`src/rtl/fc_weight_fetch_seq.sv`:
```
// fc_weight_fetch_seq
// Reads FC weight pairs from a dual-port ROM that has a 1-cycle registered read.
// Each issued read fetches word 2i on port A and word 2i+1 on port B. The pairs
// stream to the MAC array over valid/ready. A 2-entry buffer absorbs the ROM
// latency, so a downstream stall loses no data.
//
// Ports:
//   clk_i, rst_ni        clock, asynchronous active-low reset
//   start_i, abort_i     job request (sampled in idle only), job cancel (ignored in idle)
//   base_addr_i          first word address, sampled with start
//   num_words_i          word count, 0..2**AddrW, sampled with start
//   busy_o, done_o       job active, 1-cycle completion pulse
//   rom_addr_a/b_o       registered ROM addresses (b = a + 1, wrapping)
//   rom_q_a/b_i          ROM read data, valid one cycle after the address
//   w_valid_o/w_ready_i  output pair handshake
//   w_a_o, w_b_o         even / odd weight of the pair
//   w_b_valid_o          low only on the final pair of an odd-length job
//   w_last_o             final pair of the job
//
// Optional feature: define FCSEQ_STALL_CNT_EN to add stall_cnt_o[15:0]. It counts
// busy cycles with w_valid_o & ~w_ready_i, saturates, and clears on start.

module fc_weight_fetch_seq #(
  parameter int unsigned AddrW = 9,
  parameter int unsigned DataW = 16,
  parameter int unsigned LenW  = 10
) (
  input  logic             clk_i,
  input  logic             rst_ni,
  input  logic             start_i,
  input  logic             abort_i,
  input  logic [AddrW-1:0] base_addr_i,
  input  logic [LenW-1:0]  num_words_i,
  output logic             busy_o,
  output logic             done_o,
  output logic [AddrW-1:0] rom_addr_a_o,
  output logic [AddrW-1:0] rom_addr_b_o,
  input  logic [DataW-1:0] rom_q_a_i,
  input  logic [DataW-1:0] rom_q_b_i,
  output logic             w_valid_o,
  input  logic             w_ready_i,
  output logic [DataW-1:0] w_a_o,
  output logic [DataW-1:0] w_b_o,
  output logic             w_b_valid_o,
  output logic             w_last_o
`ifdef FCSEQ_STALL_CNT_EN
  ,
  output logic [15:0]      stall_cnt_o
`endif
);

  typedef enum logic [1:0] {StIdle, StFetch, StDrain} state_e;

  state_e state_q, state_d;

  logic [AddrW-1:0] addr_a_q, addr_a_d, addr_b_q, addr_b_d;
  logic [LenW-1:0]  pairs_left_q, pairs_left_d;
  logic             odd_q, odd_d;
  logic             inflight_q, inflight_last_q;
  logic             done_q, done_d;

  // 2-entry output buffer
  logic [DataW-1:0] buf_a_q [2];
  logic [DataW-1:0] buf_b_q [2];
  logic             buf_bv_q [2];
  logic             buf_last_q [2];
  logic [1:0]       occ_q, occ_d;
  logic             rd_ptr_q, rd_ptr_d, wr_ptr_q, wr_ptr_d;

  logic start_ok, start_job, abort_ok;
  logic head_valid, pop, push, issue, last_issue, last_pop;
  logic push_bv;

  assign start_ok   = (state_q == StIdle) && start_i;
  assign start_job  = start_ok && (num_words_i != '0);
  assign abort_ok   = (state_q != StIdle) && abort_i;
  assign head_valid = (occ_q != 2'd0);
  assign pop        = head_valid && w_ready_i;
  assign last_pop   = pop && buf_last_q[rd_ptr_q];
  // Data returning this cycle belongs to the read issued last cycle.
  assign push       = inflight_q && !abort_ok;
  assign push_bv    = !(inflight_last_q && odd_q);

  // Issue only if the buffer is guaranteed room when the data lands next cycle.
  assign issue      = (state_q == StFetch) && !abort_i &&
                      ((3'(occ_q) + 3'(inflight_q)) < (3'd2 + 3'(pop)));
  assign last_issue = issue && (pairs_left_q == LenW'(1));

  // ---------------------------------------------------------------------------
  // FSM: state register
  // ---------------------------------------------------------------------------
  always_ff @(posedge clk_i or negedge rst_ni) begin
    if (!rst_ni) begin
      state_q <= StIdle;
      done_q  <= 1'b0;
    end else begin
      state_q <= state_d;
      done_q  <= done_d;
    end
  end

  // ---------------------------------------------------------------------------
  // FSM: next state
  // ---------------------------------------------------------------------------
  always_comb begin
    state_d = state_q;
    done_d  = 1'b0;
    unique case (state_q)
      StIdle: begin
        if (start_job) begin
          state_d = StFetch;
        end else if (start_ok) begin
          done_d = 1'b1;  // zero-length job completes immediately
        end
      end
      StFetch: begin
        if (abort_i) begin
          state_d = StIdle;
        end else if (last_issue) begin
          state_d = StDrain;
        end
      end
      StDrain: begin
        if (abort_i) begin
          state_d = StIdle;
        end else if (last_pop) begin
          state_d = StIdle;
          done_d  = 1'b1;
        end
      end
      default: state_d = StIdle;
    endcase
  end

  // ---------------------------------------------------------------------------
  // FSM: outputs
  // ---------------------------------------------------------------------------
  always_comb begin
    busy_o       = (state_q != StIdle);
    done_o       = done_q;
    rom_addr_a_o = addr_a_q;
    rom_addr_b_o = addr_b_q;
    w_valid_o    = head_valid;
    // Payload is forced to zero while no pair is presented.
    w_a_o        = head_valid ? buf_a_q[rd_ptr_q]    : '0;
    w_b_o        = head_valid ? buf_b_q[rd_ptr_q]    : '0;
    w_b_valid_o  = head_valid ? buf_bv_q[rd_ptr_q]   : 1'b0;
    w_last_o     = head_valid ? buf_last_q[rd_ptr_q] : 1'b0;
  end

  // ---------------------------------------------------------------------------
  // Address / job counters and buffer bookkeeping
  // ---------------------------------------------------------------------------
  always_comb begin
    addr_a_d     = addr_a_q;
    addr_b_d     = addr_b_q;
    pairs_left_d = pairs_left_q;
    odd_d        = odd_q;
    if (start_ok) begin
      addr_a_d     = base_addr_i;
      addr_b_d     = base_addr_i + AddrW'(1);
      pairs_left_d = (num_words_i >> 1) + LenW'(num_words_i[0]);
      odd_d        = num_words_i[0];
    end else if (issue) begin
      addr_a_d     = addr_a_q + AddrW'(2);
      addr_b_d     = addr_b_q + AddrW'(2);
      pairs_left_d = pairs_left_q - LenW'(1);
    end
  end

  always_comb begin
    occ_d    = occ_q;
    rd_ptr_d = rd_ptr_q;
    wr_ptr_d = wr_ptr_q;
    if (abort_ok) begin
      occ_d    = 2'd0;
      rd_ptr_d = 1'b0;
      wr_ptr_d = 1'b0;
    end else begin
      if (push) wr_ptr_d = ~wr_ptr_q;
      if (pop)  rd_ptr_d = ~rd_ptr_q;
      occ_d = occ_q + 2'(push) - 2'(pop);
    end
  end

  always_ff @(posedge clk_i or negedge rst_ni) begin
    if (!rst_ni) begin
      addr_a_q        <= '0;
      addr_b_q        <= '0;
      pairs_left_q    <= '0;
      odd_q           <= 1'b0;
      inflight_q      <= 1'b0;
      inflight_last_q <= 1'b0;
      occ_q           <= 2'd0;
      rd_ptr_q        <= 1'b0;
      wr_ptr_q        <= 1'b0;
      buf_a_q[0]      <= '0;
      buf_a_q[1]      <= '0;
      buf_b_q[0]      <= '0;
      buf_b_q[1]      <= '0;
      buf_bv_q[0]     <= 1'b0;
      buf_bv_q[1]     <= 1'b0;
      buf_last_q[0]   <= 1'b0;
      buf_last_q[1]   <= 1'b0;
    end else begin
      addr_a_q        <= addr_a_d;
      addr_b_q        <= addr_b_d;
      pairs_left_q    <= pairs_left_d;
      odd_q           <= odd_d;
      inflight_q      <= issue;
      inflight_last_q <= last_issue;
      occ_q           <= occ_d;
      rd_ptr_q        <= rd_ptr_d;
      wr_ptr_q        <= wr_ptr_d;
      if (push) begin
        buf_a_q[wr_ptr_q]    <= rom_q_a_i;
        // Port B of an odd job's final read is past the end; discard it.
        buf_b_q[wr_ptr_q]    <= push_bv ? rom_q_b_i : '0;
        buf_bv_q[wr_ptr_q]   <= push_bv;
        buf_last_q[wr_ptr_q] <= inflight_last_q;
      end
    end
  end

`ifdef FCSEQ_STALL_CNT_EN
  logic [15:0] stall_cnt_q, stall_cnt_d;

  always_comb begin
    stall_cnt_d = stall_cnt_q;
    if (start_ok) begin
      stall_cnt_d = '0;
    end else if ((state_q != StIdle) && head_valid && !w_ready_i &&
                 (stall_cnt_q != 16'hFFFF)) begin
      stall_cnt_d = stall_cnt_q + 16'd1;
    end
  end

  always_ff @(posedge clk_i or negedge rst_ni) begin
    if (!rst_ni) begin
      stall_cnt_q <= '0;
    end else begin
      stall_cnt_q <= stall_cnt_d;
    end
  end

  assign stall_cnt_o = stall_cnt_q;
`endif

endmodule

```
`config.mk`:
```
export PLATFORM = sky130hd
export DESIGN_NAME = fc_weight_fetch_seq
export DESIGN_NICKNAME = d
export VERILOG_FILES = /design/src/rtl/fc_weight_fetch_seq.sv
export SDC_FILE = /design/constraint.sdc
export NUM_CORES = 1
export LEC_CHECK = 0
export BUFFER_PORTS_ARGS = -buffer_cell sky130_fd_sc_hd__buf_4
export CORE_AREA = 2 2 107 109
export DETAILED_ROUTE_END_ITERATION = 10
export DIE_AREA = 0 0 109 111
export PLACE_DENSITY_LB_ADDON = 0.08
export SLEW_MARGIN = 20
export SYNTH_ARGS = -nofsm -noshare
export SYNTH_HDL_FRONTEND = slang
export SYNTH_SLANG_ARGS = --single-unit
```
`constraint.sdc`:
```
create_clock -name clk_i -period 3.3 [get_ports clk_i]
set_input_delay 0.33 -clock clk_i [delete_from_list [all_inputs] [get_ports clk_i]]
set_output_delay 0.33 -clock clk_i [all_outputs]
set_load 0.005 [all_outputs]
```
==> reports/metrics.csv, run 1 <==
stage;metric;value;unit
floorplan;ioPinCount;111;
hold_path;holdCritPathClass;primary input to async pin;
global_routing;grt_pass1_vias;4124;
setup_path;r2r_cells;7;
setup_path;crit_arrival;2.62;ns
final_layout;drive_gt1_frac;0.2850;
clocking;clock_latency;0.34;ns
yosys;ys_ff_latch;106;
placed_design;hpwl;8339;um
final_layout;nets;698;
setup_path;cpPeakStageDelay;0.43;ns
clocking;cts_hold_buf;0;
pwr;leakage;3.159;nW
outcome;status;complete, no violations;
final_layout;diodes;0;
clocking;cts_tree;yes;
clocking;cts_sinks;106;
clocking;postCtsSetupBuffers;0;
yosys;synth-simple-area-share;0.1670;
final_layout;area_delta_synth_final;24.49;%
global_routing;grt_overflow_total;0;
routing;drc;0;
routing;wl_per_cell;15.31;um
timing;rsz0062_at_grt;no;
timing;hold_violations;0;
floorplan;die-area;12100;um^2
yosys;syn_area;5365;um^2
routing;drtPass1Iterations;4;
clocking;cts_root_buffer;clkbuf_16;
timing;slew_viol_final;0;
yosys;synth_mux_area_frac;0.1427;
final_layout;nFillCells;970;
yosys;async_reset_ff_frac;1.000;
global_routing;grtUsageTotal;0.2080;
yosys;synth_edf_count;0;
yosys;synth_nets;596;
placed_design;place_congestion;0.8532;
timing;maxSlewHeadroom;0.3400;
setup_path;path_class;register to register;
global_routing;grt_max_degree;59;
global_routing;grt_pass1_wl;19930;um
floorplan;core;11080;um^2
timing;tns;0;ns
clocking;cts.repair.resized;0;
pwr;total_power;5.619;mW
routing;vias;4122;
yosys;synth-compound-area-share;0.09328;
routing;totalWireLength;11910;um
clocking;cts_buffer_depth;2;
pwr;power_density;841.3;nW/um^2
setup_path;start_kind;register;
pwr;peakVddDrop;0.0004164;V
yosys;yosysWarnings;0;
timing;finalClockSkew;0.007755;ns
placed_design;port_buffers;110;
yosys;synth_cells;528;
yosys;synth-adder-area-share;0.02799;
setup_path;cp_max_fo;11;
clocking;clkTransAtPathRegs;0.07;ns
setup_path;endpoint_kind;register;
floorplan;die_height;111;um
timing;tightest_slew;0.9899;ns
floorplan;start_util;0.4844;
global_routing;antenna_found_initial;0;
yosys;synthDistinctLibCells;46;
clocking;htree_levels;3;
timing;fin_crit_sh;0.7231;
placed_design;placed_area;6337;um^2
floorplan;fp.dieW;109;um
timing;layout_min_cycle_time;2.386;ns
setup_path;crit_chain;ha_1 -> ha_1 -> o21ai_2 -> nand2_1 -> clkinv_1 -> a21o_1 -> a221o_1;
placed_design;dp_cells;762;
final_layout;fin_area;6679;um^2
setup_path;worst_path_max_delay_cell;dfrtp_1;
final_layout;fin_cells;778;
yosys;synth-xor-area-share;0.04571;
yosys;ys_seq_area_frac;0.4944;
job;max_cap_viol_count;0;
routing;postRouteAntennaNets;0;
yosys;synth_top_flop_cell;dfrtp_1;
setup_path;crit_top_cell;ha_1;
setup_path;worst_ep_required_time;3.53;ns
clocking;numCtsBuffers;9;
routing;avgViaCountPerCell;5.298;
yosys;synth_top_family_by_area;simple AND/OR/NAND/NOR gates;
floorplan;rows;39;
routing;first_iter_violations;192;
yosys;syn_avg_cell_area;10.16;um^2
timing;timing.fmax;0.4191;GHz
timing;finalSetupViolations;0;
## per-layer routing
| metal | routed length [um] | part of all wire | track usage |
|---|---|---|---|
| met1 | 5431 | 0.46 | 0.2889 |
| met2 | 5844 | 0.49 | 0.3375 |
| met3 | 442 | 0.037 | 0.02410 |
| met4 | 195 | 0.016 | 0.06923 |
| met5 | 0 | 0 | 0 |
## power breakdown
group,switching [mW],internal (mW)
sequential,0.410,1.84
combinational,0.999,1.15
clock,0.475,0.745
total,1.88,3.73
## critical path: cells and delay by family, from the launching register on
family / cells / cell delay, ns
buffers and inverters: 1 / 0.34
flip-flops: 1 / 0.43
AO/OA/AOI/OAI: 3 / 0.64
adder cells (fa/ha/maj): 2 / 0.52
AND/OR/NAND/NOR: 1 / 0.34
## final timing paths
kind / start / end / slack [ns]
max in group asynchronous: rst_ni / buf_b_q[2] / 2.54
max reg2reg: inflight_q / rom_addr_a_o[8] / 0.91
min: rst_ni / buf_a_q[9] / 0.04
max: inflight_q / rom_addr_a_o[8] / 0.91
min in group clk_i: base_addr_i[0] / rom_addr_b_o[0] / 0.21
min reg2reg: buf_b_q[15] / buf_b_q[15] / 0.48
## kinds of logic after synthesis
family	Yosys count
flip-flops	106
multiplexers	72
AND/OR/NAND/NOR	190
XOR/XNOR	28
AO/OA/AOI/OAI	81
buffers and inverters	39
adder cells (fa/ha/maj)	12
## cell usage in the layout (no fill, tap or decap), types with 3 or more instances in the layout
master	instances
bufinv_16	3
o22ai_1	3
o21ai_0	45
and3_1	9
clkbuf_16	9
mux2i_1	36
a21o_1	3
buf_4	116
a221o_1	4
nand2_1	71
xnor2_1	15
nor2_1	62
nor3_1	6
xor2_1	13
dfrtp_1	105
o211ai_1	5
or3_1	4
o21a_1	3
nand3_1	17
mux2_2	35
ha_1	12
inv_1	12
nor4_1	3
a21oi_1	5
o21ai_2	3
## sequential cells by signal, indices dropped and copies added (netlist names), 2 cells and up
name / count
rom_addr_a_o: 9
pairs_left_q: 10
buf_a_q: 32
state_q: 2
occ_q: 2
buf_b_q: 32
buf_last_q: 2
rom_addr_b_o: 9
buf_bv_q: 2
## cell type report
| type | count | area (um^2) | area share |
|---|---|---|---|
| flip-flops and latches | 106 | 2654 | 0.3973 |
| well taps | 143 | 178.9 | 0.02679 |
| repair buffers | 117 | 890.9 | 0.1334 |
| multi-input cells | 383 | 2565 | 0.3840 |
| clock buffers | 10 | 229.0 | 0.03428 |
| clock inverters | 6 | 112.6 | 0.01686 |
| inverters | 13 | 48.80 | 0.007306 |
## metrics by stage
step           hold WS [ns]  setup WS [ns]  utilization
3_5_place_dp         0.4473         0.9324       0.5721
2_1_floorplan       0.03441          1.230            -
5_1_grt              0.1044         0.7577       0.6030
4_1_cts             0.07760         0.9164       0.6030
6_report            0.04321         0.9137       0.6030
3_3_place_gp         0.4473          1.016       0.5721
## synthesized netlist by cell type, types with 4 or more instances
| cell | number | area share |
|---|---|---|
| inv_1 | 12 | 0.0084 |
| mux2i_1 | 36 | 0.067 |
| o211ai_1 | 5 | 0.0070 |
| nor2_1 | 63 | 0.044 |
| buf_2 | 7 | 0.0065 |
| dfrtp_1 | 106 | 0.49 |
| a21oi_1 | 5 | 0.0047 |
| nand3_1 | 18 | 0.017 |
| ha_1 | 12 | 0.028 |
| mux2_2 | 35 | 0.073 |
| o21ai_0 | 45 | 0.042 |
| xnor2_1 | 15 | 0.024 |
| clkbuf_1 | 16 | 0.011 |
| a221o_1 | 4 | 0.0075 |
| nand2_1 | 71 | 0.050 |
| nor3_1 | 6 | 0.0056 |
| and3_1 | 9 | 0.010 |
| or3_1 | 4 | 0.0047 |
| xor2_1 | 13 | 0.021 |
(Power assumes the default switching activity.)
==> run 2, diff against run 1 <==
==> constraint.sdc (replaced) <==
create_clock -name clk_i -period 2.15 [get_ports clk_i]
set_input_delay 0.215 -clock clk_i [delete_from_list [all_inputs] [get_ports clk_i]]
set_output_delay 0.215 -clock clk_i [all_outputs]
set_load 0.005 [all_outputs]
==> reports/metrics.csv, run 2 (same netlist as run 1, synthesis figures left out) <==
stage;metric;value;unit;change
pwr;peakVddDrop;0.0006765;V;+62%
clocking;cts_root_buffer;clkbuf_16;;
routing;drtPass1Iterations;4;;unchanged
clocking;clkTransAtPathRegs;0.07;ns;about the same
final_layout;drive_gt1_frac;0.3052;;+0.02018
pwr;p_switching;2.924;mW;+55%
final_layout;layout_common_cells;buf_4 (131), dfrtp_1 (105), nand2_1 (71), nor2_1 (62), o21ai_0 (45);;
pwr;leakage;3.253;nW;+3.0%
setup_path;start_kind;register;;
floorplan;die-area;12100;um^2;unchanged
final_layout;final_util;0.6202;;+0.01728
floorplan;rows;39;;unchanged
routing;drc;0;;unchanged
pwr;pwr-share-comb;0.393;;+0.010
setup_path;cp_max_fo;3;;-8
setup_path;worst_ep_required_time;2.37;ns;-1.16 ns
floorplan;die_height;111;um;unchanged
placed_design;hpwl;8752;um;+5.0%
job;max_cap_viol_count;0;;unchanged
clocking;cts_buffer_depth;2;;unchanged
routing;wl_per_cell;15.49;um;+1.1%
hold_path;holdCritPathClass;primary input to register;;
floorplan;ioPinCount;111;;unchanged
routing;avgViaCountPerCell;5.375;;+1.4%
setup_path;path_class;register to register;;
global_routing;grt_pass1_vias;4237;;+2.7%
setup_path;crit_start;inflight_q;;
setup_path;reg2reg_slack;0.09;ns;-0.82 ns
routing;vias;4273;;+3.7%
final_layout;diodes;0;;unchanged
clocking;postCtsSetupBuffers;0;;unchanged
final_layout;fin_area;6870;um^2;+2.9%
timing;hold_violations;0;;unchanged
routing;first_iter_violations;219;;+14%
timing;maxSlewHeadroom;0.5474;;+0.2074
placed_design;port_buffers;110;;unchanged
floorplan;core;11080;um^2;unchanged
timing;finalClockSkew;0.008279;ns;+0.0005245 ns
pwr;power_density;1300;nW/um^2;+55%
clocking;htree_levels;3;;unchanged
setup_path;r2r_cells;7;;unchanged
global_routing;antenna_found_initial;0;;unchanged
timing;finalSetupViolations;0;;unchanged
global_routing;grt_max_degree;51;;-14%
final_layout;nets;715;;+2.4%
timing;layout_min_cycle_time;2.060;ns;-0.3267 ns
global_routing;grtUsageTotal;0.2142;;+0.006188
setup_path;endpoint_kind;register;;
global_routing;grt_pass1_wl;20260;um;+1.7%
timing;fin_crit_sh;0.9580;;+0.2349
global_routing;grt_overflow_total;0;;unchanged
pwr;intPower;6.009;mW;+61%
clocking;cts_sinks;106;;unchanged
floorplan;fp.dieW;109;um;unchanged
routing;postRouteAntennaNets;0;;unchanged
final_layout;final_common_cell;buf_4;;
final_layout;area_delta_synth_final;28.06;%;
clocking;cts_tree;yes;;
pwr;total_power;8.933;mW;+59%
setup_path;crit_arrival;2.28;ns;-0.34 ns
timing;slew_viol_final;0;;unchanged
setup_path;r2r-end;pairs_left_q[9];;
pwr;p_seq_frac;0.383;;-0.017
final_layout;largestRegisters;buf_a_q (32), buf_b_q (32), pairs_left_q (10);;
pwr;swShare;0.3273;;-0.008007
floorplan;start_util;0.4844;;unchanged
pwr;p_clk_frac;0.224;;+0.007
placed_design;placed_area;6470;um^2;+2.1%
outcome;status;complete, no violations;;
clocking;numCtsBuffers;9;;unchanged
setup_path;reg2reg_from;inflight_q;;
setup_path;crit_path_end;pairs_left_q[9];;
timing;timing.fmax;0.4855;GHz;+16%
routing;totalWireLength;12310;um;+3.3%
timing;tightest_slew;0.6773;ns;-0.3127 ns
placed_design;place_congestion;0.8613;;+0.95%
clocking;clock_latency;0.34;ns;about the same
-- run 2: worst min-delay path by stage --
stage               slack (ns)              end  cells past startpoint            from
CTS                       0.10       buf_a_q[3]                      2    rom_q_a_i[3]
global placement          0.28       buf_a_q[2]                      1          rst_ni
finish                    0.10  rom_addr_a_o[0]                      3  base_addr_i[0]
floorplan                -0.08       buf_a_q[0]                      0          rst_ni
global route              0.10      buf_a_q[30]                      2   rom_q_a_i[14]
detailed placement        0.29       buf_a_q[2]                      1          rst_ni
-- run 2: repair_timing --
item | 4_1_cts | 5_1_grt
hold endpoints to repair | 47 | 0
gates resized for setup | 0 | 4
hold buffers | 1 | 0
endpoints found under the setup margin | 0 | 6
-- run 2: routing by layer --
layer | part of all wire | up-vias | global-route usage
li1 | - | 2061 | -
met1 | 0.42 | 2064 | 0.2787
met2 | 0.51 | 130 | 0.3578
met3 | 0.047 | 18 | 0.02469
met4 | 0.024 | 0 | 0.09145
met5 | 0 | - | 0
-- run 2: worst max-delay path, stage by stage, from the launching register on --
cell and delay, ns:
dfrtp_1 0.40, ha_2 0.20, ha_4 0.17, or4b_4 0.53, nor3_4 0.17, nor4b_4 0.23
xnor2_1 0.17, a21oi_2 0.08
-- run 2: power by group through the flow --
stage | Combinational (mW) | Clock (mW) | Sequential, mW
after floorplan | 2.06 | 0 | 3.29
after global placement | 3.46 | 0 | 3.40
after detailed placement | 3.54 | 0 | 3.45
after CTS | 3.55 | 2.03 | 3.42
after global routing | 3.94 | 2.11 | 3.54
final | 3.51 | 2.00 | 3.42
-- run 2: metrics by stage --
stage | hold slack [ns] | std cells | setup TNS, ns | setup slack (ns)
after global routing | 0.1044 | 795 | -0.01403 | -0.01403
after detailed placement | 0.2883 | 778 | 0 | 0.05789
after floorplan | -0.08059 | 528 | 0 | 0.07953
after global placement | 0.2821 | 778 | 0 | 0.08314
after CTS | 0.1013 | 795 | 0 | 0.04945
final | 0.1030 | 795 | 0 | 0.09035
-- run 2: layout make-up --
class,instances,area [um^2]
Fill cell,939,4207
Sequential cell,106,2654
Multi-Input combinational cell,383,2587
Timing Repair Buffer,134,1033
Clock buffer,11,242.7
Tap cell,143,178.9
Clock inverter,5,125.1
Inverter,13,48.80
==> run 3, diff against run 2 <==
--- a/config.mk
+++ b/config.mk
@@ -6,9 +6,9 @@
 export NUM_CORES = 1
 export LEC_CHECK = 0
 export BUFFER_PORTS_ARGS = -buffer_cell sky130_fd_sc_hd__buf_4
-export CORE_AREA = 2 2 107 109
+export CORE_AREA = 2 2 123 95
 export DETAILED_ROUTE_END_ITERATION = 10
-export DIE_AREA = 0 0 109 111
+export DIE_AREA = 0 0 125 97
 export PLACE_DENSITY_LB_ADDON = 0.08
 export SLEW_MARGIN = 20
 export SYNTH_ARGS = -nofsm -noshare
==> reports/metrics.csv, run 3 (same netlist as run 1, synthesis figures left out) <==
stage;metric;value;unit;change
pwr;power_density;1276;nW/um^2;-1.9%
global_routing;grt_overflow_total;0;;unchanged
setup_path;path_class;register to register;;
floorplan;start_util;0.4960;;+0.01160
timing;fin_crit_sh;1.002;;+0.04413
routing;wl_met3;602;um;+3.6%
routing;wl_met2;5488;um;-12%
routing;drc;0;;unchanged
final_layout;drive_gt1_frac;0.3035;;-0.001671
floorplan;ioPinCount;111;;unchanged
global_routing;grt_pass1_vias;4173;;-1.5%
setup_path;crit_buf_inv;0;;unchanged
clocking;cts_sinks;106;;unchanged
floorplan;die_height;97;um;-13%
routing;vias;4282;;+0.21%
final_layout;diodes;0;;unchanged
job;max_cap_viol_count;0;;unchanged
outcome;status;finished with violations;;
setup_path;cpPeakStageDelay;0.58;ns;+0.05 ns
routing;avgViaCountPerCell;5.427;;+0.97%
global_routing;grt_pass1_wl;20760;um;+2.5%
hold_path;holdCritPathClass;primary input to register;;
setup_path;cp_max_fo;3;;unchanged
final_layout;final_common_cell;buf_4;;
timing;finalSetupViolations;1;;+1
placed_design;hpwl;8650;um;-1.2%
final_layout;seq_area;2654;um^2;unchanged
placed_design;port_buffers;110;;unchanged
outcome;violations;negative setup slack;;
global_routing;antenna_found_initial;0;;unchanged
timing;slew_viol_final;0;;unchanged
clocking;numCtsBuffers;9;;unchanged
timing;maxSlewHeadroom;0.5106;;-0.03680
setup_path;endpoint_kind;register;;
floorplan;core;10820;um^2;-2.3%
timing;layout_min_cycle_time;2.155;ns;+0.09488 ns
pwr;leakage;3.226;nW;-0.83%
timing;rsz0062_at_grt;yes;;
setup_path;worst_ep_required_time;2.37;ns;about the same
final_layout;nFillCells;921;;-1.9%
final_layout;final_util;0.6309;;+0.01069
floorplan;rows;33;;-15%
final_layout;largestRegisters;buf_a_q (32), buf_b_q (32), pairs_left_q (10);;
setup_path;start_kind;register;;
timing;fin_ws;-0.004532;ns;-0.09488 ns
placed_design;place_congestion;0.8292;;-3.7%
setup_path;crit_chain;ha_2 -> ha_4 -> or4b_4 -> nor3_4 -> nor4b_4 -> xnor2_1 -> a21oi_2;;
final_layout;area_delta_synth_final;27.22;%;
clocking;clock_latency;0.34;ns;about the same
global_routing;grtUsageTotal;0.2094;;-0.004769
routing;wl_per_cell;15.55;um;+0.42%
clocking;htree_levels;3;;unchanged
final_layout;layout_common_cells;buf_4 (127), dfrtp_1 (105), nand2_1 (71), nor2_1 (62), o21ai_0 (45);;
pwr;total_power;8.708;mW;-2.5%
pwr;peakVddDrop;0.0007795;V;+15%
routing;postRouteAntennaNets;0;;unchanged
timing;hold_violations;0;;unchanged
routing;first_iter_violations;200;;-8.7%
routing;totalWireLength;12270;um;-0.34%
timing;timing.fmax;0.4641;GHz;-4.4%
timing;finalClockSkew;0.006447;ns;-0.001833 ns
clocking;cts_root_buffer;clkbuf_16;;
final_layout;nets;713;;-0.28%
timing;holdWs;0.1000;ns;-0.002960 ns
final_layout;multi_input_area;2587;um^2;unchanged
global_routing;grt_max_degree;53;;+3.9%
setup_path;crit_family;simple AND/OR/NAND/NOR gates;;
floorplan;fp.dieW;125;um;+15%
routing;drtPass1Iterations;7;;+3
clocking;cts_tree;yes;;
timing;tightest_slew;0.7323;ns;+0.05507 ns
routing;met1Wirelength;6052;um;+16%
setup_path;crit_arrival;2.38;ns;+0.10 ns
routing;top_layer_used;met4;;
clocking;cts_buffer_depth;2;;unchanged
clocking;clkTransAtPathRegs;0.07;ns;about the same
floorplan;die-area;12130;um^2;+0.21%
setup_path;worst_path_max_delay_cell;or4b_4;;
[run 3: area by class of cell]
cell class | instances | area share
multi-input cells | 383 | 0.3791
inverters | 13 | 0.007149
well taps | 140 | 0.02566
repair buffers | 132 | 0.1529
flip-flops and latches | 106 | 0.3888
clock buffers | 9 | 0.03300
clock inverters | 6 | 0.01338
[run 3: where the power goes]
| part | internal [mW] | switching (mW) | total [mW] |
|---|---|---|---|
| combinational | 1.89 | 1.67 | 3.56 |
| sequential | 2.82 | 0.579 | 3.40 |
| clock | 1.02 | 0.726 | 1.75 |
[run 3: worst paths after layout]
kind	start	endpoint	slack (ns)	depth (start not counted)
max in group asynchronous	rst_ni	rd_ptr_q	1.09	3
min in group asynchronous	rst_ni	pairs_left_q[7]	0.39	2
worst min-delay path	base_addr_i[0]	rom_addr_a_o[0]	0.10	3
worst max register to register	inflight_q	pairs_left_q[9]	-0.005	7
worst min register to register	buf_b_q[28]	buf_b_q[28]	0.48	2
worst max-delay path	inflight_q	pairs_left_q[9]	-0.005	7
[run 3: routing by layer]
| layer | GRT usage | vias up |
|---|---|---|
| met1 | 0.3123 | 2104 |
| met4 | 0.04530 | 0 |
| met2 | 0.3148 | 102 |
| met5 | 0 | - |
| li1 | - | 2065 |
| met3 | 0.04591 | 11 |
[run 3: worst register-to-register path, stage by stage (launching register included)]
cell     delay (ns)
dfrtp_1        0.40
ha_2           0.19
ha_4           0.17
or4b_4         0.58
nor3_4         0.24
nor4b_4        0.24
xnor2_1        0.17
a21oi_2        0.07
[run 3: what timing repair did]
item	in CTS	in global routing
hold endpoints to repair	36	0
setup endpoints to repair	0	9
hold buffers	1	0
setup buffers	0	1
resized for setup	0	4
[run 3: stage by stage]
| step | worst slack [ns] | TNS, ns | cell area [um^2] | std cells |
|---|---|---|---|---|
| after CTS | 0.02391 | 0 | 6795 | 788 |
| final | -0.004532 | -0.004532 | 6825 | 789 |
| after global placement | 0.08094 | 0 | 6469 | 772 |
| after global routing | -0.09351 | -0.1602 | 6825 | 789 |
| after detailed placement | 0.05639 | 0 | 6469 | 772 |
| after floorplan | 0.07953 | 0 | 5365 | 528 |
